File: config.mk
export PLATFORM = sky130hd
export DESIGN_NAME = skl_32_seq_sub_8
export DESIGN_NICKNAME = d
export VERILOG_FILES = /design/src/rtl/skl_32_seq_sub_8_pkg.sv /design/src/rtl/skl_32_seq_sub_8_skl8.sv /design/src/rtl/skl_32_seq_sub_8.sv
export SDC_FILE = /design/constraint.sdc
export NUM_CORES = 1
export LEC_CHECK = 0
export BUFFER_PORTS_ARGS = -buffer_cell sky130_fd_sc_hd__buf_4
export CELL_PAD_IN_SITES_DETAIL_PLACEMENT = 0
export CELL_PAD_IN_SITES_GLOBAL_PLACEMENT = 1
export CORE_MARGIN = 1
export CORE_UTILIZATION = 40
export CTS_CLUSTER_SIZE = 40
export DETAILED_ROUTE_END_ITERATION = 10
export HOLD_SLACK_MARGIN = 0.15
export PLACE_DENSITY_LB_ADDON = 0.1
export SLEW_MARGIN = 5
export SYNTH_ARGS = -nofsm -noshare
export SYNTH_HDL_FRONTEND = slang
export SYNTH_SLANG_ARGS = --single-unit
File: constraint.sdc
create_clock -name clk -period 3.3 [get_ports clk]
set_clock_uncertainty 0.15 [all_clocks]
set_input_delay 0.165 -clock clk [delete_from_list [all_inputs] [get_ports clk]]
set_output_delay 0.165 -clock clk [all_outputs]
set_load 0.02 [all_outputs]
File: src/rtl/skl_32_seq_sub_8_pkg.sv
// Shared constants, FSM state type and the Sklansky prefix-level helper
// for the sequential 32-bit subtractor.
package skl_32_seq_sub_8_pkg;

    localparam int unsigned DATA_W     = 32;
    localparam int unsigned SLICE_W    = 8;
    localparam int unsigned NUM_SLICES = 4;

    typedef enum logic [1:0] {
        IDLE,
        BUSY,
        DONE
    } state_t;

    // One Sklansky level: every bit whose lvl-th index bit is set combines
    // with the top bit of the preceding aligned group. Returns {g, p}.
    function automatic logic [15:0] prefix_level(input logic [7:0] g,
                                                 input logic [7:0] p,
                                                 input int unsigned lvl);
        logic [7:0]  go;
        logic [7:0]  po;
        int unsigned j;
        logic [2:0]  ii;
        logic [2:0]  jj;
        go = g;
        po = p;
        for (int unsigned i = 0; i < SLICE_W; i++) begin
            if (((i >> lvl) & 32'd1) == 32'd1) begin
                j      = ((i >> lvl) << lvl) - 32'd1;
                ii     = i[2:0];
                jj     = j[2:0];
                go[ii] = g[ii] | (p[ii] & g[jj]);
                po[ii] = p[ii] & p[jj];
            end
        end
        return {go, po};
    endfunction

endpackage

File: src/rtl/skl_32_seq_sub_8_skl8.sv
// 8-bit Sklansky parallel-prefix adder slice: s = a + b + cin.
module skl8
    import skl_32_seq_sub_8_pkg::*;
(
    input  logic [7:0] a,
    input  logic [7:0] b,
    input  logic       cin,
    output logic [7:0] s,
    output logic       cout
);

    logic [7:0] g0, p0;
    logic [7:0] g1, p1;
    logic [7:0] g2, p2;
    logic [7:0] g3, p3;
    logic [8:0] c;

    always_comb begin
        g0       = a & b;
        p0       = a ^ b;
        {g1, p1} = prefix_level(g0, p0, 0);
        {g2, p2} = prefix_level(g1, p1, 1);
        {g3, p3} = prefix_level(g2, p2, 2);
        // Group generate/propagate over [i:0] fold in cin to give carry into bit i+1.
        c        = {g3 | (p3 & {8{cin}}), cin};
        s        = p0 ^ c[7:0];
        cout     = c[8];
    end

endmodule

File: src/rtl/skl_32_seq_sub_8.sv
// Multi-cycle 32-bit subtractor d = x1 - x2 - bin, one shared skl8 slice
// stepped LSB-first over four cycles behind valid/ready handshakes.
module skl_32_seq_sub_8
    import skl_32_seq_sub_8_pkg::*;
(
    input  logic        clk,
    input  logic        rst,
    input  logic        in_valid,
    output logic        in_ready,
    input  logic [31:0] x1,
    input  logic [31:0] x2,
    input  logic        bin,
    output logic        out_valid,
    input  logic        out_ready,
    output logic [31:0] d,
    output logic        bout
);

    state_t      state, state_nx;
    logic [1:0]  step;
    logic        carry;
    logic [31:0] x1r, x2r;
    logic        binr;

    logic [7:0]  a_sl, b_sl, s_sl;
    logic        c_sl, cout_sl;

    // Byte select by step; subtrahend inverted for two's complement.
    always_comb begin
        a_sl = x1r[7:0];
        b_sl = ~x2r[7:0];
        case (step)
            2'd0: begin a_sl = x1r[7:0];   b_sl = ~x2r[7:0];   end
            2'd1: begin a_sl = x1r[15:8];  b_sl = ~x2r[15:8];  end
            2'd2: begin a_sl = x1r[23:16]; b_sl = ~x2r[23:16]; end
            2'd3: begin a_sl = x1r[31:24]; b_sl = ~x2r[31:24]; end
            default: ;
        endcase
        c_sl = (step == 2'd0) ? ~binr : carry;
    end

    skl8 u_slice (
        .a    (a_sl),
        .b    (b_sl),
        .cin  (c_sl),
        .s    (s_sl),
        .cout (cout_sl)
    );

    always_ff @(posedge clk or posedge rst) begin
        if (rst) state <= IDLE;
        else     state <= state_nx;
    end

    always_comb begin
        state_nx  = state;
        in_ready  = 1'b0;
        out_valid = 1'b0;
        case (state)
            IDLE: begin
                in_ready = 1'b1;
                if (in_valid) state_nx = BUSY;
            end
            BUSY: begin
                if (step == 2'd3) state_nx = DONE;
            end
            DONE: begin
                out_valid = 1'b1;
                if (out_ready) state_nx = IDLE;
            end
            default: state_nx = IDLE;
        endcase
    end

    always_ff @(posedge clk or posedge rst) begin
        if (rst) begin
            step  <= '0;
            carry <= 1'b0;
            x1r   <= '0;
            x2r   <= '0;
            binr  <= 1'b0;
            d     <= '0;
            bout  <= 1'b0;
        end else begin
            case (state)
                IDLE: begin
                    if (in_valid) begin
                        x1r  <= x1;
                        x2r  <= x2;
                        binr <= bin;
                        step <= '0;
                    end
                end
                BUSY: begin
                    case (step)
                        2'd0: d[7:0]   <= s_sl;
                        2'd1: d[15:8]  <= s_sl;
                        2'd2: d[23:16] <= s_sl;
                        2'd3: d[31:24] <= s_sl;
                        default: ;
                    endcase
                    carry <= cout_sl;
                    step  <= step + 2'd1;
                    if (step == 2'd3) bout <= ~cout_sl;
                end
                default: ;
            endcase
        end
    end

endmodule
**Word level (Yosys, flattened, before mapping)**

Index checks and enable logic that the tools add are counted.

- $add $sub $neg: 1
- $mul: 0
- Div/mod/pow operators: 0
- Order comparisons: 0
- Equal/unequal tests: 8
- Shifts and indexed selects: 0
- Muxes and demuxes: 11
- Bitwise gates (word level): 47
- Reductions and logical operators: 10

Operator list:

| operator | count |
|---|---|
| $pmux 8 s4 | 2 |
| $not 8->8 | 4 |
| $and 1x1->1 | 24 |
| $and 8x8->8 | 2 |
| $xor 8x8->8 | 2 |
| $or 1x1->1 | 12 |
| $reduce_and 2->1 | 6 |
| $mux 2 | 4 |
| $or 8x8->8 | 1 |
| $eq 2x2->1 const B | 3 |
| $ne 2x2->1 const B | 3 |
| $pmux 2 s3 | 1 |
| $eq 2x1->1 const B | 2 |
| $logic_not 2->1 | 2 |
| $pmux 2 s2 | 1 |
| $mux 1 | 3 |
| $reduce_and 3->1 | 1 |
| $add 2x1->2 const B | 1 |
| $not 1->1 | 2 |
| $reduce_bool 2->1 | 1 |

- Register bits: 103
- Bits in latches: 0
- Memory bits (writable): 0
- Memory bits (read-only): 0
- Input port bits: 69
- Logic and storage cells: 88
- Memories kept: 0

**Logic depth before layout (Yosys ltp)**

Gate-level depths: netlist of the first run.

- Depth in word-level cells: 11
- Depth in mapped cells: 12
- Depth with buffers taken out: 11

**Hierarchy**

Synthesis of the first run repeated with hierarchy kept, for this count alone.

- Cells, all modules: 351
- Area total of the unflattened synthesis: 4,855.9 um2

By module, submodules not included:

| module | instances | cells each | area each (um2) | sequential area each (um2) |
|---|---|---|---|---|
| skl_32_seq_sub_8 | 1 | 311 | 4,535.6 | 2,577.5 |
| skl8 | 1 | 40 | 320.3 | 0.0 |

**Worst setup path before layout of the first run**

Ideal clock, no wire load.

- Kind: register -> register
- Start point: reg step[0]
- End point: reg d[21]
- Data arrival time: 2.710 ns
- Required time: 3.018 ns
- Slack: 0.308 ns
- Stages on the path, launching flop included: 12
- Path through: dfrtp_1 inv_1 ha_1 buf_6 clkbuf_1 mux2i_1 ha_1 a21oi_1 o22ai_1 nor3_1 xor2_1 o21ai_0

- Longest elaborated chain between the ends: 11

Ends and longest elaborated chain:

| what | line | source |
|---|---|---|
| start, declared | skl_32_seq_sub_8.sv:20 | `logic [1:0] step;` |
| start signal, assigned | skl_32_seq_sub_8.sv:103 | `step <= step + 2'd1;` |
| $eq 2x2->1, or another cell as far along | skl_32_seq_sub_8.sv:32 | `case (step)` |
| $pmux 8 s4 | skl_32_seq_sub_8.sv:32 |  |
| $xor 8x8->8 or $and 8x8->8 (tied branches) | skl_32_seq_sub_8_skl8.sv:20, skl_32_seq_sub_8_skl8.sv:19 |  |
| $and 1x1->1 | skl_32_seq_sub_8_pkg.sv:32 | `go[ii] = g[ii] \| (p[ii] & g[jj]);` |
| $or 1x1->1 | skl_32_seq_sub_8_pkg.sv:32 |  |
| $and 1x1->1 | skl_32_seq_sub_8_pkg.sv:32 |  |
| $or 1x1->1 | skl_32_seq_sub_8_pkg.sv:32 |  |
| $and 1x1->1 | skl_32_seq_sub_8_pkg.sv:32 |  |
| $or 1x1->1 | skl_32_seq_sub_8_pkg.sv:32 |  |
| $or 8x8->8 | skl_32_seq_sub_8_skl8.sv:25 | `c = {g3 \| (p3 & {8{cin}}), cin};` |
| $xor 8x8->8 | skl_32_seq_sub_8_skl8.sv:26 | `s = p0 ^ c[7:0];` |
| end signal, assigned | skl_32_seq_sub_8.sv:98 | `2'd2: d[23:16] <= s_sl;` |
| end, declared | skl_32_seq_sub_8.sv:15 | `output logic [31:0] d,` |

Parallel ways exist; a longest one is shown, timed or not.
A chain may end at the register's enable or synchronous reset.

**Worst setup path after layout of the first run**

- Start point: reg step[0]
- End point: reg d[23]

The elaborated chain is that of the path after synthesis.

==> metrics, run 1 <==
reg2reg setup slack 210 ps; std cell rows 39; crit path max fanout 10; cell taking the most area after synthesis dfrtp_1; Critical-path top delay cell a2111oi_4; final core occ 57.80%; Die Y 109.8 um; VDD IR max 651.8 uV; Initial Util 40.88%; Die X 109.8 um; MaxCap Viol Count 0; CP Launch Type flop; Power Total 7.530 mW; crit-path cells inv_1 > ha_2 > inv_2 > nor2_1 > o41a_1 > ha_1 > nand2_1 > a21o_1 > a2111oi_4 > o21a_2 > o31ai_1; HPWL reported at the end of detailed placement 8.468 mm; Syn Area/Cell 9.008 sq um; cell count after synthesis 516; final wirelength 11.99 mm; DP Area 0.005604 sq mm; Crit Path Class reg -> reg; pre-CTS WS 23.58 ps; maximum clock path buffer count 2; Final #Nets 766; YS warnings 0; Yosys top cell area share 55.45%; most common cell after layout, fill and taps aside nand2_1; CP Data Arrival Time 3130 ps; drt first pass iters 5; IO buf count 103; Die ar. 0.01206 sq mm; Hold Fails Final Rpt 0; vias 4030; Overflow after GRT 0; fill cell count 1057; largest net degree at the start of global routing 75; Tot GR Track Use 21.02%; synth unique cells 37; H-Tree Depth 3; Leak 3.303 nW; initial antenna violation count 0; # DRC 0; Max-slew headroom 39.35%; CTS clk-pin slew, worst paths 70 ps; routability cong. 0.8553; worst path required time 3350 ps; Seq/Total Area, Yosys 55.45%; Yosys reg bits 103; most frequent cells in the layout 222 x nand2_1, 112 x buf_4, 103 x dfrtp_1; Crit. End Element flop; top cells by area, synth dfrtp_1 55%, nand2_1 18%, o21ai_0 5.0%, ha_1 3.2%, inv_1 1.9%; max-slew violations 0; slowest stage delay, CP 430 ps; Worst-Margin Slew 909.7 ps; first-pass GRT wire length 19.06 mm; status complete, no violations; CTS tree built; power density over the cells 1146 mW/mm^2; Clock Latency Late Sink 340 ps; boundary pin count 104; Num CTS Buffers 9; Design Area, Final 0.006571 sq mm; synthesized area 0.004648 sq mm; Core Box Area 0.01137 sq mm; Initial DRC Count 219; Diodes inserted 0; Avg WL per Cell 14.45 um; vias per cell 4.855; Clock Sink Count 103; period utilization 93.54%; Synth-to-Final Area Change 41.37%; min Tclk post-route 3087 ps; Worst Hold Class in -> reg; Mapped Nets 598; number of global-route vias before repair 3770; Final ANT Viol Nets 0; share of cells above drive strength 1 20.52%; clock root cell clkbuf_16; Max Fclk 323.9 MHz; final number of setup-violating endpoints 0; final setup margin 213.0 ps
==> layer usage <==
layer  global-route usage (%)  share of wire (%)  vias up
met3                    3.201                3.3       17
met1                    29.38                 47     1888
li1                         -                  -     2031
met4                    7.905                2.1        0
met5                        0                  0        -
met2                    32.90                 47       94
==> flip-flops by register name (all words and copies together), names as in the netlist <==
name	cells
d	32
x1r	32
x2r	32
state	2
step	2
binr	1
bout	1
carry	1
==> critical path, delay by kind of cell (launching register included) <==
family / cells / cell delay (ps)
compound gates: 5 / 1420
fa+ha+maj: 2 / 570
flops: 1 / 420
buf+inv: 2 / 240
simple gates: 2 / 150
==> kinds of logic (layout without fill, tap and decap cells) <==
kind of cell    Yosys count  in the layout  synth area share [%]
compound gates           89             89                 12.65
xor+xnor                  5              5                0.9423
fa+ha+maj                13             13                 3.661
buf+inv                  47            218                 4.011
flops                   103            103                 55.45
mux                       8              8                 1.750
simple gates            251            251                 21.53
==> what timing repair did <==
action | 4_1_cts | 5_1_grt
hold buffers | 67 | 0
resized for setup | 0 | 6
endpoints found under the hold margin | 138 | 0
buffers inserted | 0 | 1
endpoints found under the setup margin | 0 | 26
==> where the power goes <==
group | switching [mW] | total (mW) | internal (mW)
combinational | 2.54 | 4.28 | 1.73
sequential | 0.382 | 2.27 | 1.88
clock | 0.459 | 0.987 | 0.528
==> metrics by stage <==
| stage | setup TNS [ps] | hold WS (ps) | cells |
|---|---|---|---|
| finish | 0 | 267.1 | 830 |
| global route | -67.42 | 331.8 | 830 |
| CTS | 0 | 288.3 | 829 |
| floorplan | 0 | 120.4 | 516 |
| global placement | 0 | 205.1 | 748 |
| detailed placement | 0 | 208.2 | 748 |
==> synthesized netlist by cell type <==
cell type	count
nand2_1	222
dfrtp_1	103
o21ai_0	46
inv_1	23
clkbuf_1	20
ha_1	12
nor2b_1	9
o22ai_1	8
a222oi_1	7
mux2i_1	7
o31a_1	7
a21oi_1	5
nor2_1	5
o31ai_1	5
nand2b_1	4
nor3_1	4
nand3_1	3
xor2_1	3
a21o_1	2
and2_1	2
buf_2	2
xnor2_1	2
a2111oi_4	1
a211oi_1	1
a22oi_1	1
buf_1	1
buf_6	1
fa_1	1
mux2_2	1
nand2b_4	1
nand4_1	1
o211ai_1	1
o21a_1	1
o21a_2	1
o22a_1	1
o31ai_2	1
o41a_1	1
==> area by class of cell <==
| type | instances | area [sq um] | share of cell area, % |
|---|---|---|---|
| clock buffers | 10 | 239.0 | 3.637 |
| clock inverters | 4 | 32.53 | 0.4950 |
| inverters | 23 | 88.84 | 1.352 |
| multi-input cells | 366 | 1903 | 28.96 |
| flip-flops and latches | 103 | 2577 | 39.22 |
| well taps | 143 | 178.9 | 2.723 |
| repair buffers | 181 | 1551 | 23.61 |
==> final timing paths <==
check,start,end,cells past startpoint
max in group asynchronous,rst,d[6]$_DFFE_PP0P_,4
max,step[0]$_DFFE_PP0P_,d[23]$_DFFE_PP0P_,11
min reg2reg,binr$_DFFE_PP0P_,binr$_DFFE_PP0P_,2
min,in_valid,state[0]$_DFFE_PP0P_,4
min in group asynchronous,rst,x1r[20]$_DFFE_PP0P_,3
max reg2reg,step[0]$_DFFE_PP0P_,d[23]$_DFFE_PP0P_,11
No activity file was read; power rests on OpenSTA's default activity.
==> inputs of run 2 (changes only) <==
--- a/config.mk
+++ b/config.mk
@@ -5,6 +5,7 @@
 export SDC_FILE = /design/constraint.sdc
 export NUM_CORES = 1
 export LEC_CHECK = 0
+export ABC_AREA = 1
 export BUFFER_PORTS_ARGS = -buffer_cell sky130_fd_sc_hd__buf_4
 export CELL_PAD_IN_SITES_DETAIL_PLACEMENT = 0
 export CELL_PAD_IN_SITES_GLOBAL_PLACEMENT = 1
==> run 2 against run 1 <==
  * The flow now finishes with violations (design-rule violations)
  * Register-to-register slack better by 140 ps
  * Setup slack better by 140 ps
  * First-iteration DRC count increased by 5.5%
  * Via count increased by 7.7%
  * Global-route usage up 1.1 points
  * Design area rose by 2.4%
  * Utilization is 0.38 points higher
  * Critical path depth grew 3
  * Die area rose by 3.8%
  * Area after synthesis is 3.8% higher
  * Non-clock buffer count shrank 2
  * Largest power group unchanged
  * Sequential power barely moved
  * Critical endpoint is now d[31]$_DFFE_PP0P_
==> metrics, run 2 <==
most common cell after layout, fill and taps aside nand2_1; Max Fclk 339.7 MHz (+4.9%); Simple-Gate Fraction of Synth Area 28.47% (+6.9 points); Crit Path Class reg -> reg; vias per cell 4.802 (-1.1%); Synth-to-Final Area Change 39.41%; # DRC 9 (+9); max-slew violations 0 (unchanged); power density over the cells 1184 mW/mm^2 (+3.4%); Final ANT Viol Nets 0 (unchanged); worst path bufs/invs 2 (unchanged); Die X 111.8 um (+1.9%); MaxCap Viol Count 0 (unchanged); failing checks design-rule violations; EDFF count, synth 0 (unchanged); combinational share of power 56.6% (-0.2 points); Yosys top cell area share 53.41% (-2.0 points); Final Instance Count excl. Fillers 904 (+8.9%); Overflow after GRT 0 (unchanged); Leak 3.543 nW (+7.2%); total net switching power 3.714 mW (+9.8%); status complete, but fails checks; sw frac 46.60% (+1.7 points); Initial Util 41.73% (+0.85 points); Initial DRC Count 231 (+5.5%); Worst-Margin Slew 1134 ps (+224.8 ps); Die Y 111.8 um (+1.9%); Seq/Total Area, Yosys 53.41% (-2.0 points); CTS clk-pin slew, worst paths 70 ps (about the same); std cell rows 39 (unchanged); compound-gate portion of the synthesized area 8.037% (-4.6 points); final wirelength 13.01 mm (+8.5%); Int Pwr 4.255 mW (+2.6%); asr flop ratio synth 100.0% (unchanged); maximum clock path buffer count 2 (unchanged); crit path max fanout 10 (unchanged); fill cell count 1079 (+2.1%); post-CTS sizing 0 (unchanged); final number of setup-violating endpoints 0 (unchanged); VDD IR max 494.8 uV (-24%); routability cong. 0.7996 (-6.5%); Critical-path top delay cell dfrtp_1; clock root cell clkbuf_16; vias 4341 (+7.7%); Core Box Area 0.01156 sq mm (+1.7%); period utilization 89.21% (-4.3 points); Hold Fails Final Rpt 0 (unchanged); post-synthesis adder-cell area fraction 3.526% (-0.13 points); worst path required time 3390 ps (+40 ps); largest family of logic cells by synthesized area simple AND/OR/NAND/NOR gates; most frequent cells in the layout 281 x nand2_1, 112 x buf_4, 103 x dfrtp_1; Final #Nets 838 (+9.4%); Syn Area/Cell 8.207 sq um (-8.9%); share of cells above drive strength 1 19.32% (-1.2 points); final setup margin 356.2 ps (+143.1 ps); Num CTS Buffers 9 (unchanged); dpl cells 821 (+9.8%); reg2reg setup slack 360 ps (+140 ps); Post-Synth XOR/XNOR Area 0.5185% (-0.42 points); top-count cell post-synth nand2_1; largest net degree at the start of global routing 94 (+25%); slowest stage delay, CP 420 ps (about the same); multi-input logic area 0.001957 sq mm (+2.8%); HPWL reported at the end of detailed placement 8.797 mm (+3.9%); Die ar. 0.01251 sq mm (+3.8%); pre-CTS WS 328.3 ps (+304.7 ps); Mapped Nets 670 (+12%); Crit. End Element flop; CP delay by family, top simple AND/OR/NAND/NOR gates; CP Data Arrival Time 3040 ps (-90 ps); CTS tree built; Hold WS 313.4 ps (+46.30 ps); YS warnings 0 (unchanged); Clock power frac 15.3% (+2.2 points); Max-slew headroom 24.37% (-15 points); synthesized area 0.004826 sq mm (+3.8%); IO buf count 103 (unchanged); Tot GR Track Use 22.17% (+1.1 points); min Tclk post-route 2944 ps (-143.1 ps); Sum Neg Setup Slack 0 ps (unchanged); cell count after synthesis 588 (+14%); Avg WL per Cell 14.39 um (-0.41%); first-pass GRT wire length 21.42 mm (+12%); cell taking the most area after synthesis dfrtp_1; top cells by area, synth dfrtp_1 53%, nand2_1 22%, ha_1 3.1%, nand3_1 3.0%, inv_1 2.6%; CP Launch Type flop; Largest regs d: 32 flops, x1r: 32 flops, x2r: 32 flops; Clock Sink Count 103 (unchanged); sequential share of power 28.1% (-2.0 points); Clock Latency Late Sink 350 ps (about the same); Sequential Area 0.002577 sq mm (unchanged); dominant synthesized flop cell dfrtp_1; final core occ 58.17% (+0.38 points); mux share of post-synthesis cell area 0% (-1.7 points); synth unique cells 31 (-16%); initial antenna violation count 0 (unchanged); number of global-route vias before repair 4355 (+16%); crit-path cells inv_1 > ha_1 > inv_2 > o22ai_1 > a211oi_1 > a21oi_1 > ha_1 > nand2_1 > nor2_1 > nand3_1 > nand3_1 > nand2_1 > nand3_1 > nand2_1; boundary pin count 104 (unchanged); H-Tree Depth 3 (unchanged); drt first pass iters 7 (+2); Diodes inserted 0 (unchanged); Worst Hold Class in -> reg; Yosys reg bits 103 (unchanged); RSZ-0062 raised after global routing no; Post-synth top cells 281 x nand2_1, 103 x dfrtp_1, 33 x inv_1, 29 x nand3_1, 20 x o21ai_0
## run 2: changes by cell type after synthesis, moves of 9 or more
cell	delta
nand2_1	+59
nor2b_1	-9
a21oi_1	+11
inv_1	+10
nand3_1	+26
o21ai_0	-26
buf_2	+10
nor2_1	+10
inv_2	+9
clkbuf_1	-16
## run 2: kinds of logic after synthesis
group	after synthesis
buffers and inverters	65
DFF	103
AOI/OAI and AO/OA	67
adders and majority gates	13
xor gates and xnor gates	2
and+or+nand+nor	338
## run 2: power groups by stage
stage	registers, mW	logic [mW]	clock network, mW
floorplan	2.38	2.91	0
global placement	2.26	4.44	0
detailed placement	2.26	4.45	0
CTS	2.24	4.54	1.24
global route	2.31	5.05	1.29
finish	2.24	4.51	1.22
## run 2: metrics by stage
stage,area [sq um],power [mW]
floorplan,4826,5.293
global placement,5720,6.701
detailed placement,5720,6.713
CTS,6728,8.023
global route,6728,8.649
finish,6728,7.969
## run 2: final timing paths
path                                      from                   to  depth (start not counted)
setup / recovery           step[0]$_DFFE_PP0P_    d[31]$_DFFE_PP0P_                         14
hold / removal                        in_valid   x2r[4]$_DFFE_PP0P_                          5
setup reg to reg           step[0]$_DFFE_PP0P_    d[31]$_DFFE_PP0P_                         14
hold reg to reg              d[17]$_DFFE_PP0P_    d[17]$_DFFE_PP0P_                          2
max in group asynchronous                  rst  x2r[19]$_DFFE_PP0P_                          4
min in group asynchronous                  rst    d[31]$_DFFE_PP0P_                          3
## run 2: worst register-to-register path, cell delays in order, from the launching register on
cell and delay [ps]:
dfrtp_1 420, inv_1 90, ha_1 230, inv_2 210
o22ai_1 140, a211oi_1 400, a21oi_1 80, ha_1 390
nand2_1 110, nor2_1 130, nand3_1 110, nand3_1 100
nand2_1 120, nand3_1 100, nand2_1 60
## run 2: final cells by class
class	count	share of cell area [%]
sequential	103	38.31
multi-input combinational	420	29.09
timing repair buffer	179	22.47
clock buffer	11	3.459
tap	143	2.659
inverter	43	2.474
clock inverter	5	1.544
## run 2: repair_timing
action | in CTS | in global routing
hold buffers | 67 | 0
endpoints found under the hold margin | 158 | 0
setup buffers | 0 | 0
setup endpoints to repair | 0 | 0
## run 2: metal layers
| metal | routed length [um] | track usage [%] | vias up |
|---|---|---|---|
| met5 | 0 | 0 | - |
| met4 | 193 | 7.838 | 0 |
| met3 | 471 | 3.430 | 13 |
| met2 | 6381 | 37.89 | 92 |
| met1 | 5962 | 28.54 | 2035 |
| li1 | - | - | 2201 |
==> inputs of run 3 (changes only) <==
--- a/config.mk
+++ b/config.mk
@@ -18,4 +18,5 @@
 export SLEW_MARGIN = 5
 export SYNTH_ARGS = -nofsm -noshare
 export SYNTH_HDL_FRONTEND = slang
+export SYNTH_HIERARCHICAL = 1
 export SYNTH_SLANG_ARGS = --single-unit
==> run 3 against run 2 <==
  * The run now ends clean
  * Combinational power shrank 6.9%
  * Critical path depth unchanged
  * Setup slack improved by 70 ps
  * Count of clock-buffer cells in the layout did not move
  * Via count is 10% higher
  * Design area grew 4.6%
  * Largest cell class unchanged
==> metrics, run 3 <==
Post-synth top cells 359 x nand2_1, 103 x dfrtp_1, 81 x nand3_1, 55 x inv_1, 19 x nor2_1; Hold Fails Final Rpt 0 (unchanged); Tot GR Track Use 22.01% (-0.16 points); vias 4783 (+10%); Die ar. 0.01338 sq mm (+7.0%); dominant synthesized flop cell dfrtp_1; Syn Area/Cell 7.502 sq um (-8.6%); Diodes inserted 0 (unchanged); std cell rows 41 (+5.1%); Critical-path top delay cell xor2_1; Mapped Nets 774 (+16%); maximum clock path buffer count 2 (unchanged); RSZ-0062 raised after global routing no; top cells by area, synth dfrtp_1 50%, nand2_1 26%, nand3_1 7.8%, inv_1 4.0%, ha_1 3.6%; slowest stage delay, CP 450 ps (+30 ps); initial antenna violation count 0 (unchanged); asr flop ratio synth 100.0% (unchanged); period utilization 87.09% (-2.1 points); max-slew violations 0 (unchanged); CP delay by family, top simple AND/OR/NAND/NOR gates; power density over the cells 1071 mW/mm^2 (-9.6%); Clock Latency Late Sink 350 ps (about the same); top-count cell post-synth nand2_1; Crit Path Class reg -> reg; Worst Hold Class reg -> reg; Largest regs d: 32 flops, x1r: 32 flops, x2r: 32 flops; final wirelength 13.56 mm (+4.2%); share of cells above drive strength 1 16.41% (-2.9 points); boundary pin count 104 (unchanged); clock root cell clkbuf_16; Leak 3.940 nW (+11%); Crit. End Element flop; crit path max fanout 19 (+9); cell taking the most area after synthesis dfrtp_1; Avg WL per Cell 13.23 um (-8.1%); most frequent cells in the layout 358 x nand2_1, 109 x buf_4, 103 x dfrtp_1; CP Data Arrival Time 3010 ps (-30 ps); synth unique cells 22 (-29%); drt first pass iters 4 (-3); YS warnings 6 (+6); worst path bufs/invs 2 (unchanged); Synth-to-Final Area Change 36.14%; worst path required time 3440 ps (+50 ps); DP Area 0.006048 sq mm (+5.7%); Yosys top cell area share 49.87% (-3.5 points); Worst-Margin Slew 786.5 ps (-348.0 ps); final core occ 55.76% (-2.4 points); Initial DRC Count 263 (+14%); EDFF count, synth 0 (unchanged); H-Tree Depth 3 (unchanged); Die Y 115.7 um (+3.4%); Core Box Area 0.01262 sq mm (+9.1%); synthesized area 0.005169 sq mm (+7.1%); status complete, no violations; Power Total 7.537 mW (-5.4%); # DRC 0 (-9); CTS tree built; cell count after synthesis 689 (+17%); vias per cell 4.666 (-2.8%); number of global-route vias before repair 4603 (+5.7%); Max Fclk 347.9 MHz (+2.4%); MaxCap Viol Count 0 (unchanged); min Tclk post-route 2874 ps (-69.81 ps); routability cong. 0.8069 (+0.91%); Seq/Total Area, Yosys 49.87% (-3.5 points); Initial Util 40.96% (-0.77 points); Final ANT Viol Nets 0 (unchanged); Num CTS Buffers 9 (unchanged); Design Area, Final 0.007037 sq mm (+4.6%); IO buf count 103 (unchanged); HPWL reported at the end of detailed placement 9.594 mm (+9.1%); first-pass GRT wire length 22.38 mm (+4.4%); CP most frequent cell nand2_1; CP Launch Type flop; fill cell count 1280 (+19%); Overflow after GRT 0 (unchanged); post-CTS sizing 0 (unchanged); VDD IR max 457.7 uV (-7.5%); crit-path cells inv_1 > ha_1 > inv_2 > nand2_1 > nor2_1 > nor2_1 > ha_1 > nand2_1 > nand3_2 > nand2_1 > nand2_1 > xor2_1 > nand2_1 > nand2_1; largest net degree at the start of global routing 67 (-29%); final number of setup-violating endpoints 0 (unchanged); CTS clk-pin slew, worst paths 70 ps (about the same); Final #Nets 934 (+11%); Die X 115.7 um (+3.4%); most common cell after layout, fill and taps aside nand2_1; Max-slew headroom 47.57% (+23 points); Sum Neg Setup Slack 0 ps (unchanged); Clock Sink Count 103 (unchanged); Yosys reg bits 103 (unchanged)
run 3: cell count changes after synthesis, sizes merged, moves of 3 or more:
cell and change:
a211oi -7, a21oi -13, a31oi -6, buf +7
ha +3, inv +13, nand2 +78, nand3 +53
nor2 +6, o21ai -20, o22ai -10
run 3: area by class of cell:
class                           instances  area (sq um)  area share, %
Inverter                               56         212.7          3.023
Timing Repair Buffer                  179          1529          21.73
Sequential cell                       103          2577          36.63
Clock inverter                          4         45.04         0.6401
Tap cell                              172         215.2          3.058
Multi-Input combinational cell        500          2205          31.33
Clock buffer                           11         252.7          3.592
run 3: repair_timing:
| action | in CTS | in global routing |
|---|---|---|
| endpoints found under the hold margin | 130 | 0 |
| hold buffers | 69 | 0 |
| buffers inserted | 0 | 0 |
run 3: where the power goes:
group          internal, mW  total [mW]  leakage [nW]  switching (mW)
clock                 0.621        1.07         0.151           0.452
combinational          1.43        4.20          2.51            2.77
sequential             1.88        2.26          1.28           0.384
total                  3.93        7.54          3.94            3.61
run 3: logic make-up after synthesis:
logic type	after synthesis	synth area share, %
AND/OR/NAND/NOR	474	37.25
flip-flops	103	49.87
buffers and inverters	86	7.626
adder cells (fa/ha/maj)	16	4.018
AO/OA/AOI/OAI	7	0.7261
XOR/XNOR	3	0.5084
run 3: metrics by stage:
step / setup WS (ps) / hold slack, ps / instances
global placement: 548.0 / 215.2 / 941
detailed placement: 461.1 / 222.6 / 941
floorplan: 281.2 / 111.5 / 689
finish: 426.0 / 324.6 / 1025
CTS: 430.6 / 327.1 / 1025
global route: 149.9 / 350.5 / 1025
run 3: path summary, 6_finish.rpt:
kind	start	end	slack (ps)	depth (start not counted)
max	step[0]$_DFFE_PP0P_	d[20]$_DFFE_PP0P_	430	14
min in group asynchronous	rst	d[7]$_DFFE_PP0P_	360	3
min	x2r[14]$_DFFE_PP0P_	x2r[14]$_DFFE_PP0P_	320	2
max reg2reg	step[0]$_DFFE_PP0P_	d[20]$_DFFE_PP0P_	430	14
min reg2reg	x2r[14]$_DFFE_PP0P_	x2r[14]$_DFFE_PP0P_	320	2
max in group asynchronous	rst	x2r[11]$_DFFE_PP0P_	1950	4
run 3: tightest hold or removal path, cell delays in order, from the launching register on:
cell and delay (ps):
dfrtp_1 350, nand2_1 50, nand2_1 40
run 3: routing by layer:
| layer | global-route usage, % | part of all wire (%) | up-vias |
|---|---|---|---|
| li1 | - | - | 2431 |
| met1 | 29.60 | 47 | 2244 |
| met2 | 35.61 | 47 | 91 |
| met3 | 2.981 | 3.0 | 17 |
| met4 | 9.829 | 2.4 | 0 |
| met5 | 0 | 0 | - |
